## src/rtl/addr_seq_ctrl.sv

```systemverilog
// Read-port sequencer: issues serial addresses 0..len-1 under stall control and
// tags returning SRAM data with valid/first/last for the MAC array.
module addr_seq_ctrl #(
  parameter int ADDR_W   = 6,
  parameter int READ_LAT = 2
) (
  input  logic              clk,
  input  logic              rst,
  input  logic              start,
  input  logic [ADDR_W:0]   len,
  input  logic              stall,
  output logic [ADDR_W-1:0] addr_serial_num,
  output logic              addr_valid,
  output logic              data_valid,
  output logic              data_first,
  output logic              data_last,
  output logic              busy,
  output logic              done
);
  typedef enum logic [1:0] {IDLE, ISSUE, DRAIN, DONE} state_t;
  typedef struct packed {
    logic vld;
    logic first;
    logic last;
  } tag_t;

  state_t                   state_q, state_d;
  logic [ADDR_W:0]          cnt_q, cnt_d, len_r_q, len_r_d;
  logic [ADDR_W-1:0]        addr_q, addr_d;
  logic                     av_q, av_d, first_q, first_d, last_q, last_d;
  tag_t [READ_LAT-1:0]      tag_q, tag_d;
  logic [ADDR_W:0]          idx, lim, idx_inc;
  logic                     can_issue, pipe_empty;

  always_comb begin
    state_d   = state_q;
    cnt_d     = cnt_q;
    len_r_d   = len_r_q;
    addr_d    = addr_q;
    av_d      = 1'b0;
    first_d   = 1'b0;
    last_d    = 1'b0;
    idx       = cnt_q;
    lim       = len_r_q;
    can_issue = 1'b0;

    // Tags shift every cycle; stall only inserts bubbles at the head.
    tag_d[0] = {av_q, first_q, last_q};
    for (int i = 1; i < READ_LAT; i++) tag_d[i] = tag_q[i-1];
    pipe_empty = 1'b1;
    for (int i = 0; i < READ_LAT; i++) if (tag_d[i].vld) pipe_empty = 1'b0;

    case (state_q)
      IDLE: begin
        if (start && len != '0) begin
          state_d   = ISSUE;
          len_r_d   = len;
          cnt_d     = '0;
          idx       = '0;
          lim       = len;
          can_issue = 1'b1;
        end
      end
      ISSUE: can_issue = 1'b1;
      DRAIN: if (pipe_empty) state_d = DONE;
      DONE: begin
        state_d = IDLE;
        addr_d  = '0;
      end
      default: state_d = IDLE;
    endcase

    // Outputs are registered, so the issue for the next cycle is decided here.
    idx_inc = idx + 1'b1;
    if (can_issue && !stall) begin
      av_d    = 1'b1;
      addr_d  = idx[ADDR_W-1:0];
      cnt_d   = idx_inc;
      first_d = (idx == '0);
      last_d  = (idx_inc == lim);
      if (last_d) state_d = DRAIN;
    end
  end

  always_ff @(posedge clk) begin
    if (rst) begin
      state_q <= IDLE;
      cnt_q   <= '0;
      len_r_q <= '0;
      addr_q  <= '0;
      av_q    <= 1'b0;
      first_q <= 1'b0;
      last_q  <= 1'b0;
      tag_q   <= '0;
    end else begin
      state_q <= state_d;
      cnt_q   <= cnt_d;
      len_r_q <= len_r_d;
      addr_q  <= addr_d;
      av_q    <= av_d;
      first_q <= first_d;
      last_q  <= last_d;
      tag_q   <= tag_d;
    end
  end

  assign addr_serial_num = addr_q;
  assign addr_valid      = av_q;
  assign data_valid      = tag_q[READ_LAT-1].vld;
  assign data_first      = tag_q[READ_LAT-1].first;
  assign data_last       = tag_q[READ_LAT-1].last;
  assign busy            = (state_q == ISSUE) || (state_q == DRAIN);
  assign done            = (state_q == DONE);
endmodule

```

## config.mk

```make
export PLATFORM = sky130hd
export DESIGN_NAME = addr_seq_ctrl
export DESIGN_NICKNAME = d
export VERILOG_FILES = /design/src/rtl/addr_seq_ctrl.sv
export SDC_FILE = /design/constraint.sdc
export NUM_CORES = 1
export LEC_CHECK = 0
export CORE_UTILIZATION = 48
export DETAILED_ROUTE_END_ITERATION = 6
export HOLD_SLACK_MARGIN = 0.02
export PLACE_DENSITY = 0.85
export SYNTH_ARGS = -nofsm -noshare
export SYNTH_HDL_FRONTEND = slang
export SYNTH_SLANG_ARGS = --single-unit
```

## constraint.sdc

```tcl
create_clock -name clk -period 3.6 [get_ports clk]
set_input_delay 1.08 -clock clk [delete_from_list [all_inputs] [get_ports clk]]
set_output_delay 1.08 -clock clk [all_outputs]
set_load 0.01 [all_outputs]
```

==> results_dict.tcl <==
set metrics [dict create \
    fillers 263 \
    power_w 0.0008079 \
    core_um2 3153 \
    leakage_nw 0.7970 \
    synth_ff_type "dfxtp_1" \
    cts_buffers 5 \
    cp-end-kind "flip-flop" \
    vdd_drop_max_v 0.0003234 \
    cts_tree "built" \
    ios 23 \
    grt_use_total 0.2294 \
    placed_cell_area_um2 2021 \
    hold_violations 0 \
    htreeDepth 2 \
    clockRootBuffer "clkbuf_4" \
    setup_ws_ns 0.2010 \
    fin_area_um2 2108 \
    slew_viol_final 0 \
    grt_max_degree 18 \
    ys_async_sr_fraction 0 \
    syn_area_um2 1638 \
    power.density_nw_per_um2 383.2 \
    crit_top_cell "or4_4" \
    yosysSeqAreaShare 0.3789 \
    die_area_um2 3650 \
    synth_top_area_frac 0.3789 \
    grt_overflow_total 0 \
    gp_congestion 0.8759 \
    detail-route-antenna-nets 0 \
    post-route-min-period_ns 3.399 \
    timing.slew.headroom 0.6594 \
    start_util 0.5194 \
    synth_edf_count 0 \
    critPathBufInv 2 \
    layout_commonest_cell "dfxtp_1" \
    syn_nets 202 \
    cts.clk_slew.worst_paths_ns 0.10 \
    yosys.area.top_type "dfxtp_1" \
    hold_buffers 0 \
    rsz0062_at_grt "no" \
    antenna_found_initial 0 \
    setup_violations 0 \
    clockBufferDepth 2 \
    cp.required_ns 3.84 \
    cts.sinks 31 \
    hpwl_um 2722 \
    status "completed" \
    synth_cell_types 48 \
    die_y_um 60.42 \
    tightest_slew_ns 0.5093 \
    clock_latency_ns 0.34 \
    worstSetupStartpointType "input port" \
    layout-drive-gt1-share 0.1726 \
    final.setup.tns_ns 0 \
    critPathMaxStageDelay_ns 0.56 \
    routed_wl_um 3757 \
    path_class "in2reg" \
    finalNetCount 243 \
    n_antenna_cell 0 \
    drtPass1Iterations 4 \
    hp-class "reg2reg" \
    post_cts_buffers 0 \
    maxCapViolCount 0 \
    syn_area_per_cell_um2 8.901 \
    grt_pass1_wl_um 6134 \
    post-place-ws_ns -0.2098 \
    critPathSlowestCell "or4_4" \
    maxClockFrequency_mhz 294.2 \
    crit_fanout 3 \
    yosys_register_bits 31 \
    io_buffers 22 \
    crit_chain "clkdlybuf4s50_1 > or4_4 > o21ai_4 > and2_1 > inv_1 > ha_1 > and3_1 > or4_4 > o311a_1" \
    synthCells 184 \
    grt_pass1_vias 1357 \
    area_growth_pct 28.72 \
    crit_arrival_ns 3.64 \
    layout_common_cells "31 x dfxtp_1, 22 x clkdlybuf4s50_1, 21 x buf_4" \
    route.detailed.drc 0 \
    synth.area.top_cells "dfxtp_1 38%, ha_1 5.3%, a21oi_1 4.9%" \
    drtIter0Drc 40 \
    vias_per_cell 5.485 \
    yosys_warnings 0 \
    skew_ns 0.01114 \
    cts_resized 0 \
    routedWlPerCell_um 13.91 \
    crit_family "simple AND/OR/NAND/NOR gates" \
    rows 20 \
    die_w_um 60.42 \
    fin_crit_sh 0.9442 \
    vias 1481 \
]
==> synthesized netlist by cell type (6+ instances only) <==
cell and instances:
a21oi_1 16, nand3_1 6, dfxtp_1 31, ha_1 7, nand2_1 18, nor2b_1 8
inv_1 7, xnor2_1 8, nor2_1 7, nand3b_1 7, nor3_1 7
==> worst register-to-register path: stages (launching register included) <==
cell and delay [ns]:
dfxtp_1 0.37, inv_1 0.09, ha_1 0.23, and2_1 0.22, o21ai_4 0.08, and2_1 0.19, inv_1 0.05, ha_1 0.30
and3_1 0.15, or4_4 0.43, o311a_1 0.29
==> power breakdown <==
group	leakage, nW	switching (W)	total [W]	internal [W]
clock network	0.0482	0.000124	0.000288	0.000164
logic	0.497	0.0000818	0.000154	0.0000719
registers	0.252	0.0000102	0.000366	0.000356
==> final cells by class <==
type                    instances  area (µm²)  share of cell area
multi-input cells             136       938.4              0.4451
flip-flops and latches         31       620.6              0.2944
repair buffers                 43       377.9              0.1792
inverters                       8       30.03             0.01424
clock buffers                   6       51.30             0.02433
clock inverters                 2       35.03             0.01662
well taps                      44       55.05             0.02611
==> layer usage <==
metal	global-route usage	up-vias	wire length, µm
met5	0	-	0
met4	0.1006	0	68
met3	0.05117	10	211
met2	0.3548	38	1645
met1	0.3078	680	1831
li1	-	753	-
==> cells by family (layout without fill, tap and decap cells) <==
group | after synthesis | after routing | share of synthesized area
AO/OA/AOI/OAI | 44 | 44 | 0.1902
XOR/XNOR | 10 | 10 | 0.05348
adder cells (fa/ha/maj) | 7 | 7 | 0.05347
buffers and inverters | 17 | 59 | 0.04889
flip-flops | 31 | 31 | 0.3789
multiplexers | 3 | 3 | 0.01834
AND/OR/NAND/NOR | 72 | 72 | 0.2567
==> flip-flops by register name, summed over array words and instances, names as in the netlist <==
register         cells
addr_serial_num      6
addr_valid           1
cnt_q                7
data_first           1
data_last            1
data_valid           1
first_q              1
last_q               1
len_r_q              7
state_q              2
tag_d                3
==> path summary, 6_finish.rpt <==
kind,start,to,slack (ns),cells after the start
max,len[3],state_q[0],0.20,9
min,tag_d[4],data_first,0.44,1
max reg2reg,state_q[0],state_q[0],1.08,10
min reg2reg,tag_d[4],data_first,0.44,1
==> per-stage QoR <==
stage               hold WS [ns]    util  instances
finish                    0.4445  0.6687        270
detailed placement        0.4239  0.6409        262
CTS                       0.4477  0.6683        270
global placement          0.4151  0.6409        262
global route              0.4642  0.6687        270
floorplan                 0.4138       -        184
Note: power is estimated with default switching activity, not from simulation.
